File: src/rtl/robot_uart_pkg.sv
// robot_uart_pkg
// Shared constants and state encodings for the robot UART return-stream receiver.
//   HDR_BYTE   : sensor-stream frame header (0x13)
//   SENSOR_ID  : packet ID of the bump/wheel-drop sensor byte (7)
//   rx_state_t : byte receiver states
//   parse_state_t : frame parser states
//   baud_div() : rounded clock divider for the oversampling tick
package robot_uart_pkg;

  localparam int         DATA_W    = 8;
  localparam logic [7:0] HDR_BYTE  = 8'h13;
  localparam logic [7:0] SENSOR_ID = 8'h07;

  typedef enum logic [2:0] {
    IDLE,
    START,
    DATA,
    STOP,
    WAIT_HIGH
  } rx_state_t;

  typedef enum logic [1:0] {
    WAIT_HDR,
    GET_LEN,
    GET_PAY,
    GET_CSUM
  } parse_state_t;

  // round(clk_freq / (baud * os)) using integer arithmetic
  function automatic int baud_div(input int clk_freq, input int baud, input int os);
    return (clk_freq + (baud * os) / 2) / (baud * os);
  endfunction

endpackage

File: src/rtl/robot_uart_stream_rx_core.sv
// uart_rx_core
// 8N1 byte receiver: two-flop synchroniser, oversampling tick divider and
// receiver FSM.
//   clk, rst_n   : system clock, asynchronous active-low reset
//   rx_async     : raw serial line (idles high)
//   byte_data    : last good byte
//   byte_valid   : one-cycle strobe, cycle after the mid-stop-bit sample
//   framing_err  : one-cycle strobe when the stop bit is sampled low
module uart_rx_core
  import robot_uart_pkg::*;
#(
  parameter int CLK_FREQ   = 50_000_000,
  parameter int BAUD       = 115_200,
  parameter int OVERSAMPLE = 16
) (
  input  logic                clk,
  input  logic                rst_n,
  input  logic                rx_async,
  output logic [DATA_W-1:0]   byte_data,
  output logic                byte_valid,
  output logic                framing_err
);

  localparam int DIV   = baud_div(CLK_FREQ, BAUD, OVERSAMPLE);
  localparam int DIV_W = (DIV > 1) ? $clog2(DIV) : 1;
  localparam int OS_W  = $clog2(OVERSAMPLE);

  localparam logic [DIV_W-1:0] DIV_LAST = DIV_W'(DIV - 1);
  localparam logic [OS_W-1:0]  SMP_MID  = OS_W'(OVERSAMPLE / 2 - 1);
  localparam logic [OS_W-1:0]  SMP_LAST = OS_W'(OVERSAMPLE - 1);

  logic              sync_p0, sync_p1, line_p2;
  logic              line, fall, tick;

  rx_state_t         state, state_n;
  logic [DIV_W-1:0]  div_cnt, div_n;
  logic [OS_W-1:0]   smp_cnt, smp_n;
  logic [2:0]        bit_idx, bit_n;
  logic [DATA_W-1:0] shift, shift_n;
  logic [DATA_W-1:0] data_n;
  logic              bv_n, fe_n;

  // stage p0/p1: metastability synchroniser; p2: edge-detect history
  always_ff @(posedge clk or negedge rst_n) begin
    if (!rst_n) begin
      sync_p0 <= 1'b1;
      sync_p1 <= 1'b1;
      line_p2 <= 1'b1;
    end else begin
      sync_p0 <= rx_async;
      sync_p1 <= sync_p0;
      line_p2 <= sync_p1;
    end
  end

  assign line = sync_p1;
  assign fall = line_p2 & ~line;
  assign tick = (div_cnt == DIV_LAST);

  always_ff @(posedge clk or negedge rst_n) begin
    if (!rst_n) begin
      state       <= IDLE;
      div_cnt     <= '0;
      smp_cnt     <= '0;
      bit_idx     <= '0;
      shift       <= '0;
      byte_data   <= '0;
      byte_valid  <= 1'b0;
      framing_err <= 1'b0;
    end else begin
      state       <= state_n;
      div_cnt     <= div_n;
      smp_cnt     <= smp_n;
      bit_idx     <= bit_n;
      shift       <= shift_n;
      byte_data   <= data_n;
      byte_valid  <= bv_n;
      framing_err <= fe_n;
    end
  end

  always_comb begin
    state_n = state;
    smp_n   = smp_cnt;
    bit_n   = bit_idx;
    shift_n = shift;
    data_n  = byte_data;
    bv_n    = 1'b0;
    fe_n    = 1'b0;

    // Divider is held at zero while idle so it restarts on the start edge.
    if (state == IDLE || state == WAIT_HIGH) begin
      div_n = '0;
    end else begin
      div_n = tick ? '0 : div_cnt + 1'b1;
    end

    case (state)
      IDLE: begin
        if (fall) begin
          state_n = START;
          smp_n   = '0;
        end
      end
      START: begin
        if (tick) begin
          if (smp_cnt == SMP_MID) begin
            smp_n   = '0;
            bit_n   = '0;
            // A line already back high at mid-start was only a glitch.
            state_n = line ? IDLE : DATA;
          end else begin
            smp_n = smp_cnt + 1'b1;
          end
        end
      end
      DATA: begin
        if (tick) begin
          if (smp_cnt == SMP_LAST) begin
            smp_n   = '0;
            shift_n = {line, shift[DATA_W-1:1]};
            if (bit_idx == 3'd7) begin
              state_n = STOP;
            end else begin
              bit_n = bit_idx + 1'b1;
            end
          end else begin
            smp_n = smp_cnt + 1'b1;
          end
        end
      end
      STOP: begin
        if (tick) begin
          if (smp_cnt == SMP_LAST) begin
            smp_n = '0;
            if (line) begin
              state_n = IDLE;
              bv_n    = 1'b1;
              data_n  = shift;
            end else begin
              state_n = WAIT_HIGH;
              fe_n    = 1'b1;
            end
          end else begin
            smp_n = smp_cnt + 1'b1;
          end
        end
      end
      WAIT_HIGH: begin
        if (line) state_n = IDLE;
      end
      default: state_n = IDLE;
    endcase
  end

endmodule

File: src/rtl/robot_uart_stream_rx.sv
// robot_uart_stream_rx
// Receives the robot base's serial return stream, parses sensor-stream frames
// (0x13, N, N payload bytes, checksum) and latches the bump/wheel-drop byte.
//   clk, rst_n   : system clock, asynchronous active-low reset
//   uart_in      : serial line from the robot (asynchronous, idles high)
//   byte_data    : last received byte;  byte_valid : strobe for it
//   framing_err  : strobe, stop bit sampled low
//   frame_ok     : strobe, frame checksum passed
//   frame_err    : strobe, frame aborted or checksum failed
//   sensor_bits  : payload byte following ID 7, bits [4:0], latched on frame_ok
//   in_frame     : parser is between header and checksum
module robot_uart_stream_rx
  import robot_uart_pkg::*;
#(
  parameter int CLK_FREQ    = 50_000_000,
  parameter int BAUD        = 115_200,
  parameter int OVERSAMPLE  = 16,
  parameter int MAX_LEN     = 16,
  parameter int TIMEOUT_CYC = 50_000
) (
  input  logic              clk,
  input  logic              rst_n,
  input  logic              uart_in,
  output logic [DATA_W-1:0] byte_data,
  output logic              byte_valid,
  output logic              framing_err,
  output logic              frame_ok,
  output logic              frame_err,
  output logic [4:0]        sensor_bits,
  output logic              in_frame
);

  localparam int IDX_W = (MAX_LEN > 1) ? $clog2(MAX_LEN) : 1;
  localparam int TO_W  = (TIMEOUT_CYC > 1) ? $clog2(TIMEOUT_CYC) : 1;
  localparam logic [TO_W-1:0] TO_LAST = TO_W'(TIMEOUT_CYC - 1);

  parse_state_t      p_state, p_n;
  logic [DATA_W-1:0] sum, sum_n;
  logic [DATA_W-1:0] len, len_n;
  logic [DATA_W-1:0] idx, idx_n;
  logic [DATA_W-1:0] csum;
  logic              ok_n, err_n;
  logic [4:0]        sens_n;
  logic [TO_W-1:0]   to_cnt;
  logic              timeout;
  logic              hit;
  logic [4:0]        hit_bits;
  logic [DATA_W-1:0] pay_buf [MAX_LEN];

  uart_rx_core #(
    .CLK_FREQ   (CLK_FREQ),
    .BAUD       (BAUD),
    .OVERSAMPLE (OVERSAMPLE)
  ) u_core (
    .clk         (clk),
    .rst_n       (rst_n),
    .rx_async    (uart_in),
    .byte_data   (byte_data),
    .byte_valid  (byte_valid),
    .framing_err (framing_err)
  );

  assign in_frame = (p_state != WAIT_HDR);
  assign timeout  = in_frame && (to_cnt == TO_LAST);
  assign csum     = sum + byte_data;

  // First even-index ID 7 that has a data byte after it inside the payload.
  always_comb begin
    hit      = 1'b0;
    hit_bits = sensor_bits;
    for (int i = 0; i < MAX_LEN - 1; i += 2) begin
      if (!hit && (DATA_W'(i + 1) < len) && (pay_buf[i] == SENSOR_ID)) begin
        hit      = 1'b1;
        hit_bits = pay_buf[i+1][4:0];
      end
    end
  end

  always_comb begin
    p_n    = p_state;
    sum_n  = sum;
    len_n  = len;
    idx_n  = idx;
    ok_n   = 1'b0;
    err_n  = 1'b0;
    sens_n = sensor_bits;

    // Aborts win over byte handling, so a framing error during GET_CSUM
    // produces a single frame_err rather than a checksum verdict.
    if (in_frame && (framing_err || timeout)) begin
      p_n   = WAIT_HDR;
      err_n = 1'b1;
    end else if (byte_valid) begin
      case (p_state)
        WAIT_HDR: begin
          if (byte_data == HDR_BYTE) begin
            sum_n = HDR_BYTE;
            p_n   = GET_LEN;
          end
        end
        GET_LEN: begin
          if (byte_data == '0 || byte_data > DATA_W'(MAX_LEN)) begin
            err_n = 1'b1;
            p_n   = WAIT_HDR;
          end else begin
            len_n = byte_data;
            sum_n = csum;
            idx_n = '0;
            p_n   = GET_PAY;
          end
        end
        GET_PAY: begin
          sum_n = csum;
          idx_n = idx + 1'b1;
          if (idx + 1'b1 == len) p_n = GET_CSUM;
        end
        GET_CSUM: begin
          if (csum == '0) begin
            ok_n   = 1'b1;
            sens_n = hit_bits;
          end else begin
            err_n = 1'b1;
          end
          p_n = WAIT_HDR;
        end
        default: p_n = WAIT_HDR;
      endcase
    end
  end

  always_ff @(posedge clk or negedge rst_n) begin
    if (!rst_n) begin
      p_state     <= WAIT_HDR;
      sum         <= '0;
      len         <= '0;
      idx         <= '0;
      frame_ok    <= 1'b0;
      frame_err   <= 1'b0;
      sensor_bits <= '0;
      to_cnt      <= '0;
    end else begin
      p_state     <= p_n;
      sum         <= sum_n;
      len         <= len_n;
      idx         <= idx_n;
      frame_ok    <= ok_n;
      frame_err   <= err_n;
      sensor_bits <= sens_n;
      // Inter-byte watchdog only runs inside a frame.
      if (p_n == WAIT_HDR || byte_valid) begin
        to_cnt <= '0;
      end else begin
        to_cnt <= to_cnt + 1'b1;
      end
    end
  end

  // Payload storage carries data only; its validity is governed by len.
  always_ff @(posedge clk) begin
    if (byte_valid && p_state == GET_PAY) begin
      pay_buf[idx[IDX_W-1:0]] <= byte_data;
    end
  end

endmodule

File: config.mk
export PLATFORM = sky130hd
export DESIGN_NAME = robot_uart_stream_rx
export DESIGN_NICKNAME = d
export VERILOG_FILES = /design/src/rtl/robot_uart_pkg.sv /design/src/rtl/robot_uart_stream_rx_core.sv /design/src/rtl/robot_uart_stream_rx.sv
export SDC_FILE = /design/constraint.sdc
export NUM_CORES = 1
export LEC_CHECK = 0
export ABC_AREA = 1
export ABC_CLOCK_PERIOD_IN_PS = 4050
export BUFFER_PORTS_ARGS = -buffer_cell sky130_fd_sc_hd__buf_2
export CORE_MARGIN = 2
export CORE_UTILIZATION = 45
export DETAILED_ROUTE_END_ITERATION = 7
export PLACE_DENSITY = 0.58
export SYNTH_ARGS = -nofsm -noshare
export SYNTH_HDL_FRONTEND = slang
export SYNTH_SLANG_ARGS = --single-unit
File: constraint.sdc
create_clock -name clk -period 4.05 [get_ports clk]
set_input_delay 0.6075 -clock clk [delete_from_list [all_inputs] [get_ports clk]]
set_output_delay 0.6075 -clock clk [all_outputs]
set_load 0.005 [all_outputs]
* After elaboration in Yosys (flattened, before gate mapping)
Memory sizes are Yosys's and may differ from the RTL's.
Cells that the tools add are included.
** Storage, ports and cells
- Register bits :: 85
- Memory bits (writable) :: 128
- Input port bits :: 3
- Output and inout port bits :: 18
- Logic and storage cells :: 196
- Memories kept :: 1
** Memory list
- pay_buf :: words 16, width 8, read ports 16, clocked after memory_dff 0, wr ports 1, line robot_uart_stream_rx.sv:48 : logic [DATA_W-1:0] pay_buf [MAX_LEN];
** Operators by class
- Add/subtract/negate cells :: 6
- Order comparisons :: 9
- Equal/unequal tests :: 35
- Muxes and demuxes :: 72
- Bitwise operators :: 4
- Reductions and logical operators :: 50
** Operators with widths (number)
- 8-bit by 3-bit == test with 1-bit output, second input constant :: 8
- 5-bit two-way mux :: 10
- 3-bit two-way mux :: 15
- 4-bit by 8-bit < comparator with 1-bit output, first input constant :: 4
- 1-bit two-way mux :: 25
- 8-bit two-way mux :: 3
- 8-bit one-hot mux with 3 select lines :: 1
- 4-bit two-way mux :: 5
- 2-bit by 1-bit inequality test with 1-bit output, second input constant :: 10
- 1-bit logical AND :: 18
- 16-bit by 1-bit adder with 16-bit output, second input constant :: 1
- 16-bit == test, second input constant :: 1
- 8-bit logical NOT :: 2
- 3-bit by 8-bit < comparator with 1-bit output, first input constant :: 2
- 16-bit two-way mux :: 1
- 8-bit one-hot mux with 2 select lines :: 1
- 4-bit AND reduction :: 4
- 3-bit one-hot mux with 5 select lines :: 1
- 2-bit two-way mux :: 6
- 4-bit one-hot mux with 3 select lines :: 1
- 5-bit AND reduction :: 2
- 9-bit AND reduction :: 1
- 8-bit by 1-bit adder with 8-bit output, second input constant :: 1
- 8-bit adder :: 1
- 32 further kinds :: 52

* Longest topological paths before layout
Gate-level depths: netlist of run 1.
An unclocked memory read counts as a cell.
- Depth in word-level cells :: 33
- Depth in mapped cells :: 17
- Gate-level depth less buffers :: 17

* By module
Synthesis of run 1 repeated with hierarchy kept, for this count alone.
** Second synthesis, totals
- Cells, all modules :: 937
- Area, all modules :: 9082.5 µm²
** Modules (own cells, without submodules)
- robot_uart_stream_rx :: times used 1, cells each 748, area an instance 7372.1 µm², seq. area each 4349.2 µm²
- uart_rx_core :: times used 1, cells each 189, area an instance 1710.4 µm², seq. area each 904.6 µm²

* Worst setup path before layout of run 1
Ideal clock, no wire load.
- Kind :: reg-to-reg
- Start :: reg u_core.byte_data[0]
- End :: reg sensor_bits[0]
- Setup time :: 117 ps
- Arrival :: 2304 ps
- Required time :: 3933 ps
- Setup slack :: 1629 ps
- Cell stages (with the launch flop) :: 18
- Buffers on the path :: 0
- Clock period less this slack :: 2421 ps
- Path through :: dfrtp_1 ha_1 inv_1 fa_1 inv_1 nand3_1 nand2_1 nand2_1 nand2_1 nand3_1 nor2_1 nand3_1 nor2_1 nand3_1 nor2_4 inv_2 nand2_1 nand2_1
** On the way
- Word-level cells in the longest chain between the ends :: 3
** Ends and longest elaborated chain
- start: declaration :: line robot_uart_stream_rx_core.sv:19 : output logic [DATA_W-1:0] byte_data,
- start signal: assignment :: line robot_uart_stream_rx_core.sv:76 : byte_data <= data_n;
- 8-bit adder :: line robot_uart_stream_rx.sv:65 : assign csum = sum + byte_data;
- 8-bit logical NOT :: line robot_uart_stream_rx.sv:118 : if (csum == '0) begin
- 5-bit AND reduction (no source line)
- end signal: assignment :: line robot_uart_stream_rx.sv:148 : sensor_bits <= sens_n;
- end: declaration :: line robot_uart_stream_rx.sv:29 : output logic [4:0] sensor_bits,
No other way between the ends.
A chain may end at the register's enable or synchronous reset.

* Worst setup path after layout of run 1
- Start :: reg u_core.byte_data[0]
- End :: reg sensor_bits[1]
Same word-level chain as after synthesis.

==> impl_metrics.json, run 1 <==
{
  "clk_pin_slew_ps": 70,
  "antenna_found_initial": 0,
  "die-area_sq_um": 20700,
  "drtIter0Drc": 339,
  "p_per_area_nw_per_um2": 411,
  "clock_path_buffers": 2,
  "vias": 5967,
  "yosys.area.top_type": "edfxtp_1",
  "hold_violations": 0,
  "worstMarginPinSlew_ps": 839,
  "drc": 0,
  "syn_avg_cell_area_sq_um": 9.77,
  "rows": 51,
  "p_leak_nw": 4.27,
  "vias_per_cell": 4.89,
  "cts-root-buf": "clkbuf_16",
  "drive_gt1_share_pct": 9.22,
  "hp-class": "primary input to async pin",
  "ant_nets": 0,
  "cp-start-kind": "register",
  "ys.flop_type": "edfxtp_1",
  "ios": 21,
  "yosys.area.top_type_share_pct": 35.4,
  "multi_input_area_sq_um": 2960,
  "synthTopCellsByCount": "nand2_1, inv_1, edfxtp_1, nor2_1, dfrtp_1",
  "syn_area_sq_um": 8810,
  "max_cap_violations": 0,
  "grt_max_degree": 61,
  "fin_skew_ps": 6.41,
  "required_ps": 4370,
  "slew_viol_final": 0,
  "die_h_um": 144,
  "yosysUniqueCellTypes": 46,
  "crit_type": "register to register",
  "fin_hold_ws_ps": 236,
  "tns_ps": 0,
  "cp-end-kind": "register",
  "seq_area_frac_synth_pct": 59.6,
  "drt_pass1_iterations": 4,
  "cts.hold.buffers_added": 0,
  "net-switching-power_mw": 0.978,
  "r2r-start": "u_core.byte_data[0]",
  "cp.arrival_ps": 2820,
  "seqPwrFrac_pct": 51.8,
  "ys_async_sr_fraction_pct": 45.0,
  "clkPwrFrac_pct": 41.6,
  "syn_to_final_growth_pct": 12.0,
  "yosysMostFrequentCell": "nand2_1",
  "p_sw_share_pct": 24.1,
  "start_util_pct": 45.6,
  "syn-instance-count": 902,
  "nFillCells": 1805,
  "clock_latency_ps": 430,
  "seq_area_sq_um": 5250,
  "outcome": "finished clean",
  "internal-power_mw": 3.08,
  "synth_enable_flop_cells": 104,
  "clkSinkCount": 189,
  "finalWirelength_um": 17400,
  "grt.overflow.total": 0,
  "grt_pass1_vias": 5716,
  "fin_crit_ps": 2500,
  "rsz0062_at_grt": "false",
  "fin_crit_sh_pct": 61.8,
  "path_max_fanout": 6,
  "routabilityCongestion": 0.846,
  "max-vdd-ir-drop_v": 0.000298,
  "cp-startpoint": "u_core.byte_data[0]",
  "grt_pass1_wl_um": 28500,
  "ctsResizeCount": 0,
  "cts_inserted_buffers": 17,
  "grt_use_total_pct": 18.1,
  "relSlewSlack_pct": 43.9,
  "cts_tree": "done",
  "core-area_sq_um": 19300,
  "cts_setup_buffers": 0,
  "ys_top_cells_by_area": "edfxtp_1, dfrtp_1, nand2_1",
  "nNetsFinal": 968,
  "setup_viol": 0,
  "synth_seq_cells": 189,
  "fmax_mhz": 399,
  "die-width_um": 144,
  "synthesis.nets": 929,
  "htreeDepth": 4,
  "antenna_cells": 0,
  "pwr-share-comb_pct": 6.6,
  "ys_warn_count": 0,
  "place_hpwl_um": 12200,
  "port_buffers": 20,
  "wl_per_cell_um": 14.3
}
worst max-delay path, cell delays in order, from the launching register on:
cell     delay, ps
dfrtp_1        350
ha_1           200
inv_1           60
fa_1           390
inv_1           90
nand3_1         90
nand2_1         80
nand2_1         50
nand2_1         80
nand3_1         80
nor2_1          80
nand3_1        100
nor2_1         120
nand3_1        200
nor2_4         220
inv_2           90
nand2_1         60
nand2_1         50
layout by cell type, fill, tap and decap left out, types with 8 or more instances in the layout:
cell / n
nand2_1: 181
inv_1: 144
edfxtp_1: 104
nor2_1: 94
dfrtp_1: 82
nand3_1: 62
o21ai_0: 46
nand4_1: 23
ha_1: 23
a21oi_1: 20
buf_2: 19
clkbuf_16: 17
o21ai_1: 14
nor3_1: 13
nand3b_1: 12
xor2_1: 11
nor3b_1: 8
buf_4: 8
through the flow:
step           setup WS (ps)  total power [mW]  utilization (%)  instance area (sq um)  cells
3_3_place_gp            1630              2.41             47.9                   9260   1187
3_5_place_dp            1600              2.41             47.9                   9260   1187
4_1_cts                 1560              4.11             51.0                   9870   1219
2_1_floorplan           1630              2.34                -                   8810    902
5_1_grt                 1240              4.23             51.0                   9870   1219
6_report                1550              4.06             51.0                   9870   1219
layer usage:
layer	GRT usage (%)	vias up	share of wire, %
li1	-	3051	-
met1	23.1	2822	46
met2	30.7	70	49
met3	3.97	24	3.1
met4	5.78	0	2.0
met5	0	-	0
cell type report:
class / count / share of cell area [%]
flip-flops and latches: 189 / 53.2
well taps: 265 / 3.36
inverters: 148 / 5.63
multi-input cells: 558 / 30.0
repair buffers: 27 / 1.57
clock buffers: 17 / 4.31
clock inverters: 15 / 1.85
final timing paths:
| kind | end | slack (ps) | depth (start not counted) |
|---|---|---|---|
| worst max-delay path | sensor_bits[1] | 1550 | 17 |
| worst min-delay path | to_cnt[7] | 240 | 1 |
| worst max register to register | sensor_bits[1] | 1550 | 17 |
| worst min register to register | u_core.line | 360 | 0 |
| max in group asynchronous | sensor_bits[3] | 2950 | 2 |
| min in group clk | u_core.sync_p0 | 270 | 1 |
kinds of logic (layout without fill, tap and decap cells):
| logic type | count (synthesis) | in the layout | share of synthesized area (%) |
|---|---|---|---|
| compound gates | 93 | 93 | 5.67 |
| fa+ha+maj | 24 | 24 | 3.49 |
| simple gates | 424 | 424 | 22.6 |
| flops | 189 | 189 | 59.6 |
| buf+inv | 155 | 207 | 6.72 |
| xor+xnor | 17 | 17 | 1.85 |
power groups by stage:
stage          registers (mW)  logic [mW]  clock network, mW
2_1_floorplan            2.13       0.206                  0
3_3_place_gp             2.14       0.270                  0
3_5_place_dp             2.14       0.274                  0
4_1_cts                  2.10       0.274               1.73
5_1_grt                  2.11       0.318               1.81
6_report                 2.10       0.270               1.69
flip-flops by register name, summed over array words and instances, names as in the netlist:
signal	flops
u_core.bit_idx	3
p_state	2
u_core.state	3
u_core.byte_valid	1
u_core.line_p2	1
sensor_bits	5
u_core.line	1
frame_err	1
u_core.shift	8
to_cnt	16
idx	8
frame_ok	1
pay_buf	104
u_core.byte_data	8
u_core.framing_err	1
sum	8
u_core.smp_cnt	4
len	8
u_core.div_cnt	5
u_core.sync_p0	1
Note: power is estimated with default switching activity, not from simulation.
==> run 2: changes to the inputs <==
--- a/config.mk
+++ b/config.mk
@@ -5,8 +5,8 @@
 export SDC_FILE = /design/constraint.sdc
 export NUM_CORES = 1
 export LEC_CHECK = 0
-export ABC_AREA = 1
-export ABC_CLOCK_PERIOD_IN_PS = 4050
+export ABC_AREA = 0
+export ABC_CLOCK_PERIOD_IN_PS = 2340
 export BUFFER_PORTS_ARGS = -buffer_cell sky130_fd_sc_hd__buf_2
 export CORE_MARGIN = 2
 export CORE_UTILIZATION = 45
==> constraint.sdc (replaced) <==
create_clock -name clk -period 2.34 [get_ports clk]
set_input_delay 0.351 -clock clk [delete_from_list [all_inputs] [get_ports clk]]
set_output_delay 0.351 -clock clk [all_outputs]
set_load 0.005 [all_outputs]
==> run 2 against run 1 <==
Net effect:
- the flow now finishes with violations (negative setup slack)
- power increased by 69%
- critical path depth decreased by 9
- area after synthesis decreased by 3.4%
- setup slack got worse by 1900 ps
- sequential share of layout area decreased by 2.6 points
- hold slack improved by 120 ps
- flip-flop and latch count unchanged
- fmax decreased by 5.9%
- wire length increased by 6.3%
==> impl_metrics.json, run 2 <==
{
  "p_per_area_nw_per_um2": 660,
  "path_cells": "ha_1 > a211oi_2 > o21bai_1 > o41ai_2 > xnor2_1 > or3_4 > a311o_1 > o2bb2ai_2",
  "synthTopCellsByCount": "edfxtp_1, dfrtp_1, nor2_1, nand2_1, o21ai_0",
  "cpMaxStageDelayCell": "dfrtp_2",
  "rows": 50,
  "synth_enable_flop_cells": 104,
  "synthMuxAreaShare_pct": 3.28,
  "ys_top_cells_by_area": "edfxtp_1, dfrtp_1, ha_1",
  "grt_pass1_vias": 5963,
  "final_common_cell": "edfxtp_1",
  "vias_per_cell": 5.55,
  "ys_async_sr_fraction_pct": 45.0,
  "outcome": "finished with violations",
  "final_core_util_pct": 55.7,
  "crit_type": "register to register",
  "grt_use_total_pct": 19.7,
  "internal-power_mw": 5.36,
  "p_leak_nw": 4.08,
  "drc": 0,
  "drtIter0Drc": 277,
  "cts-root-buf": "clkbuf_16",
  "syn_to_final_growth_pct": 22.0,
  "seqPwrFrac_pct": 54.1,
  "syn-instance-count": 691,
  "fin_crit_sh_pct": 114,
  "layout_common_cells": "edfxtp_1, buf_4, dfrtp_1",
  "reg2reg_depth": 8,
  "synth_compound_area_share_pct": 10.8,
  "ys_warn_count": 0,
  "wl_per_cell_um": 17.7,
  "cp-end-kind": "register",
  "start_util_pct": 45.6,
  "yosys.area.top_type_share_pct": 36.7,
  "routabilityCongestion": 0.813,
  "worstMarginPinSlew_ps": 637,
  "grt.overflow.total": 0,
  "fmax_mhz": 376,
  "drt_pass1_iterations": 5,
  "net-switching-power_mw": 1.50,
  "max_cap_violations": 0,
  "clkPwrFrac_pct": 41.1,
  "clock_path_buffers": 2,
  "fin_skew_ps": 10.5,
  "tns_ps": -1690,
  "hold_violations": 0,
  "die_h_um": 142,
  "crit_buf_inv": 0,
  "synth_top_family_by_area": "simple AND/OR/NAND/NOR gates",
  "cts_inserted_buffers": 17,
  "seq_area_frac_synth_pct": 61.8,
  "vias": 5815,
  "violations": "negative setup slack",
  "ant_nets": 0,
  "synth-xor-area-share_pct": 3.40,
  "clk_pin_slew_ps": 60,
  "drive_gt1_share_pct": 27.3,
  "synthesis.nets": 718,
  "ys.flop_type": "edfxtp_1",
  "placed_area_sq_um": 9470,
  "rsz0062_at_grt": "true",
  "relSlewSlack_pct": 57.5,
  "max-vdd-ir-drop_v": 0.000526,
  "pwr-share-comb_pct": 4.8,
  "syn_avg_cell_area_sq_um": 12.3,
  "path_delay_family": "compound AO/OA/AOI/OAI gates",
  "clock_latency_ps": 440,
  "grt_max_degree": 50,
  "core-area_sq_um": 18600,
  "setup_viol": 6,
  "die-area_sq_um": 20000,
  "cp-start-kind": "register",
  "path_max_fanout": 4,
  "antenna_found_initial": 0,
  "slew_viol_final": 0,
  "cts_tree": "done",
  "fin_crit_ps": 2660,
  "nNetsFinal": 828,
  "antenna_cells": 0,
  "synthSimpleGateAreaFrac_pct": 14.7,
  "p_sw_share_pct": 21.8,
  "cp-startpoint": "u_core.byte_data[1]",
  "htreeDepth": 4,
  "required_ps": 2650,
  "syn_area_sq_um": 8510,
  "yosysUniqueCellTypes": 65,
  "hold_depth": 0,
  "cp.arrival_ps": 2970,
  "clkSinkCount": 189,
  "port_buffers": 20,
  "die-width_um": 142,
  "slowest_delay_ps": 420,
  "grt_pass1_wl_um": 30200,
  "ios": 21,
  "finalWirelength_um": 18500,
  "yosys.area.top_type": "edfxtp_1",
  "synthAdderAreaFrac_pct": 3.62,
  "place_hpwl_um": 12500,
  "largest_reg_flops": 104,
  "hp-class": "register to register",
  "fin_area_sq_um": 10400,
  "fin_hold_ws_ps": 357,
  "crit_end": "sensor_bits[0]",
  "r2r_setup_slack_ps": -320,
  "yosysMostFrequentCell": "edfxtp_1",
  "cp.depth": 8,
  "r2r-end": "sensor_bits[0]",
  "synth_seq_cells": 189,
  "worst_slack_ps": -321,
  "r2r-start": "u_core.byte_data[1]"
}
==> run 2: cell count changes after synthesis, sizes merged, moves of 23 or more <==
cell | before | now
nor2 | 103 | 70
o21ai | 61 | 38
nand3 | 66 | 24
nand2 | 184 | 50
inv | 148 | 27
mux2 | 0 | 23
==> run 2: logic make-up after synthesis <==
logic type      after synthesis
simple gates                238
flops                       189
compound gates              132
buf+inv                      50
xor+xnor                     33
mux                          25
fa+ha+maj                    24
==> run 2: through the flow <==
step                      instances  setup slack, ps  total power, mW
after floorplan                 691             -439             4.00
after global placement         1007             -355             4.07
final                          1048             -321             6.85
after detailed placement       1007             -531             4.10
after CTS                      1044             -299             6.91
after global routing           1048             -447             7.11
==> run 2: worst register-to-register path, stage by stage, from the launching register on <==
cell	delay [ps]
dfrtp_2	420
ha_1	320
a211oi_2	280
o21bai_1	170
o41ai_2	290
xnor2_1	150
or3_4	390
a311o_1	360
o2bb2ai_2	160
==> run 2: worst min-delay path by stage <==
stage / slack [ps] / startpoint / to
6_report: 360 / u_core.sync_p0 / u_core.line
5_1_grt: 370 / u_core.sync_p0 / u_core.line
4_1_cts: 360 / u_core.sync_p0 / u_core.line
3_5_place_dp: 350 / u_core.sync_p0 / u_core.line
3_3_place_gp: 350 / u_core.sync_p0 / u_core.line
2_1_floorplan: 60 / rst_n / frame_err
==> run 2: cell type report <==
type / count / area (sq um)
clock buffer: 27 / 523
clock inverter: 5 / 55.1
sequential: 189 / 5260
inverter: 27 / 101
fill: 1556 / 8260
timing repair buffer: 114 / 832
tap: 234 / 293
multi-input combinational: 452 / 3320
==> run 2: per-layer routing <==
| layer | vias to the layer above | wire length (um) | global-route usage (%) |
|---|---|---|---|
| met5 | - | 0 | 0 |
| met4 | 0 | 524 | 7.79 |
| met3 | 36 | 510 | 4.32 |
| met2 | 79 | 9350 | 33.7 |
| met1 | 2920 | 8150 | 24.5 |
| li1 | 2780 | - | - |
==> run 2: what timing repair did <==
| action | in CTS | in global routing |
|---|---|---|
| hold buffers | 2 | 0 |
| endpoints found under the hold margin | 44 | 0 |
| gates resized for setup | 25 | 30 |
| endpoints found under the setup margin | 19 | 37 |
| pin swaps | 8 | 7 |
| setup buffers | 3 | 4 |
==> run 2: power by group through the flow <==
stage | Sequential, mW | Combinational, mW | Clock, mW
6_report | 3.71 | 0.332 | 2.81
5_1_grt | 3.72 | 0.383 | 3.01
4_1_cts | 3.70 | 0.338 | 2.87
3_5_place_dp | 3.77 | 0.334 | 0
3_3_place_gp | 3.76 | 0.311 | 0
2_1_floorplan | 3.69 | 0.311 | 0
==> run 3: changes to the inputs <==
--- a/config.mk
+++ b/config.mk
@@ -10,8 +10,11 @@
 export BUFFER_PORTS_ARGS = -buffer_cell sky130_fd_sc_hd__buf_2
 export CORE_MARGIN = 2
 export CORE_UTILIZATION = 45
+export CTS_CLUSTER_SIZE = 24
 export DETAILED_ROUTE_END_ITERATION = 7
+export MAX_ROUTING_LAYER = met4
 export PLACE_DENSITY = 0.58
+export SLEW_MARGIN = 5
 export SYNTH_ARGS = -nofsm -noshare
 export SYNTH_HDL_FRONTEND = slang
 export SYNTH_SLANG_ARGS = --single-unit
==> run 3 against run 2 <==
Net effect:
- die area is the same
- largest cell class unchanged
- largest power group unchanged
- cell count is the same
- wire length shrank 0.37%
- fmax grew 0.34%
- the flow still finishes with violations (negative setup slack)
- core utilization is essentially flat
==> impl_metrics.json, run 3 (synthesized netlist as in run 2, its figures left out) <==
{
  "outcome": "finished with violations",
  "violations": "negative setup slack",
  "wl_per_cell_um": 17.6,
  "p_sw_share_pct": 21.8,
  "required_ps": 2650,
  "fin_hold_ws_ps": 356,
  "clkSinkCount": 189,
  "largest_reg_flops": 104,
  "start_util_pct": 45.6,
  "fin_crit_sh_pct": 113,
  "die-width_um": 142,
  "clkPwrFrac_pct": 41.1,
  "cp-start-kind": "register",
  "core-area_sq_um": 18600,
  "routabilityCongestion": 0.825,
  "p_leak_nw": 4.08,
  "fmax_mhz": 377,
  "antenna_found_initial": 0,
  "worst_slack_ps": -312,
  "clk_pin_slew_ps": 70,
  "crit_type": "register to register",
  "vias_per_cell": 5.49,
  "vias": 5749,
  "relSlewSlack_pct": 57.6,
  "p_per_area_nw_per_um2": 660,
  "seqPwrFrac_pct": 54.1,
  "place_hpwl_um": 12500,
  "htreeDepth": 4,
  "clock_path_buffers": 2,
  "port_buffers": 20,
  "cpMaxStageDelayCell": "dfrtp_2",
  "grt.overflow.total": 0,
  "grt_pass1_wl_um": 30200,
  "die-area_sq_um": 20000,
  "fin_crit_ps": 2650,
  "drc": 0,
  "final_core_util_pct": 55.7,
  "cp-end-kind": "register",
  "cts-root-buf": "clkbuf_16",
  "final_common_cell": "edfxtp_1",
  "slowest_delay_ps": 420,
  "hold_violations": 0,
  "clock_latency_ps": 440,
  "ios": 21,
  "max-vdd-ir-drop_v": 0.000526,
  "path_max_fanout": 4,
  "drive_gt1_share_pct": 27.3,
  "worstMarginPinSlew_ps": 636,
  "nFillCells": 1557,
  "slew_viol_final": 0,
  "cts_tree": "done",
  "layout_common_cells": "edfxtp_1, buf_4, dfrtp_1",
  "path_cells": "ha_1 > a211oi_2 > o21bai_1 > o41ai_2 > xnor2_1 > or3_4 > a311o_1 > o2bb2ai_2",
  "rows": 50,
  "fin_skew_ps": 12.5,
  "syn_to_final_growth_pct": 22.0,
  "nNetsFinal": 828,
  "drt_pass1_iterations": 4,
  "grt_pass1_vias": 5969,
  "ant_nets": 0,
  "multi_input_area_sq_um": 3320,
  "grt_use_total_pct": 20.2,
  "die_h_um": 142,
  "cts_inserted_buffers": 17,
  "cp.arrival_ps": 2960,
  "net-switching-power_mw": 1.49,
  "rsz0062_at_grt": "true",
  "antenna_cells": 0,
  "pwr-share-comb_pct": 4.8,
  "hp-class": "register to register",
  "finalWirelength_um": 18500,
  "internal-power_mw": 5.36,
  "drtIter0Drc": 293,
  "seq_area_sq_um": 5260,
  "setup_viol": 6,
  "max_cap_violations": 0,
  "grt_max_degree": 50
}
[run 3: cell counts in the layout (fill, tap and decap cells not counted)]
Identical to the previous run, type by type.
[run 3: path summary, 6_finish.rpt]
| kind | from | endpoint | slack [ps] | cells past startpoint |
|---|---|---|---|---|
| setup reg to reg | u_core.byte_data[1] | sensor_bits[0] | -310 | 8 |
| min in group asynchronous | rst_n | u_core.smp_cnt[1] | 480 | 2 |
| hold / removal | u_core.sync_p0 | u_core.line | 360 | 0 |
| setup / recovery | u_core.byte_data[1] | sensor_bits[0] | -310 | 8 |
| max in group asynchronous | rst_n | to_cnt[2] | 1190 | 3 |
| hold reg to reg | u_core.sync_p0 | u_core.line | 360 | 0 |
[run 3: power groups by stage]
stage | clock, mW | combinational [mW] | sequential, mW
after floorplan | 0 | 0.311 | 3.69
after global placement | 0 | 0.311 | 3.76
after global routing | 3.01 | 0.383 | 3.72
after detailed placement | 0 | 0.334 | 3.77
after CTS | 2.87 | 0.338 | 3.70
final | 2.81 | 0.330 | 3.71
[run 3: what timing repair did]
item,CTS,global route
hold buffers,2,0
gates resized for setup,25,30
endpoints found under the hold margin,44,0
setup endpoints to repair,19,37
buffers inserted,3,4
pin swaps,8,7
[run 3: cell type report]
cell class                      instances  share of cell area (%)
Multi-Input combinational cell        452                    32.0
Inverter                               27                   0.976
Timing Repair Buffer                  114                    8.01
Tap cell                              234                    2.82
Sequential cell                       189                    50.6
Clock inverter                          5                   0.530
Clock buffer                           27                    5.04
[run 3: per-layer routing]
metal | vias to the layer above | track usage (%) | routed length, um
met5 | - | - | 0
met4 | 0 | 7.47 | 497
met3 | 36 | 4.25 | 633
li1 | 2773 | - | -
met1 | 2855 | 24.5 | 8060
met2 | 85 | 33.7 | 9280
[run 3: worst max-delay path: cells and delay by family (launching register included)]
family | cells | cell delay [ps]
adder cells (fa/ha/maj) | 1 | 320
flip-flops | 1 | 420
AND/OR/NAND/NOR | 1 | 390
XOR/XNOR | 1 | 150
AO/OA/AOI/OAI | 5 | 1240
[run 3: through the flow]
stage | setup WS [ps] | total power [mW] | TNS, ps | std cells | cell area, sq um
floorplan | -439 | 4.00 | -2290 | 691 | 8540
global placement | -355 | 4.07 | -2040 | 1007 | 9470
detailed placement | -531 | 4.10 | -3490 | 1007 | 9470
CTS | -299 | 6.91 | -1600 | 1044 | 10200
global route | -449 | 7.12 | -2510 | 1048 | 10400
finish | -312 | 6.85 | -1660 | 1048 | 10400
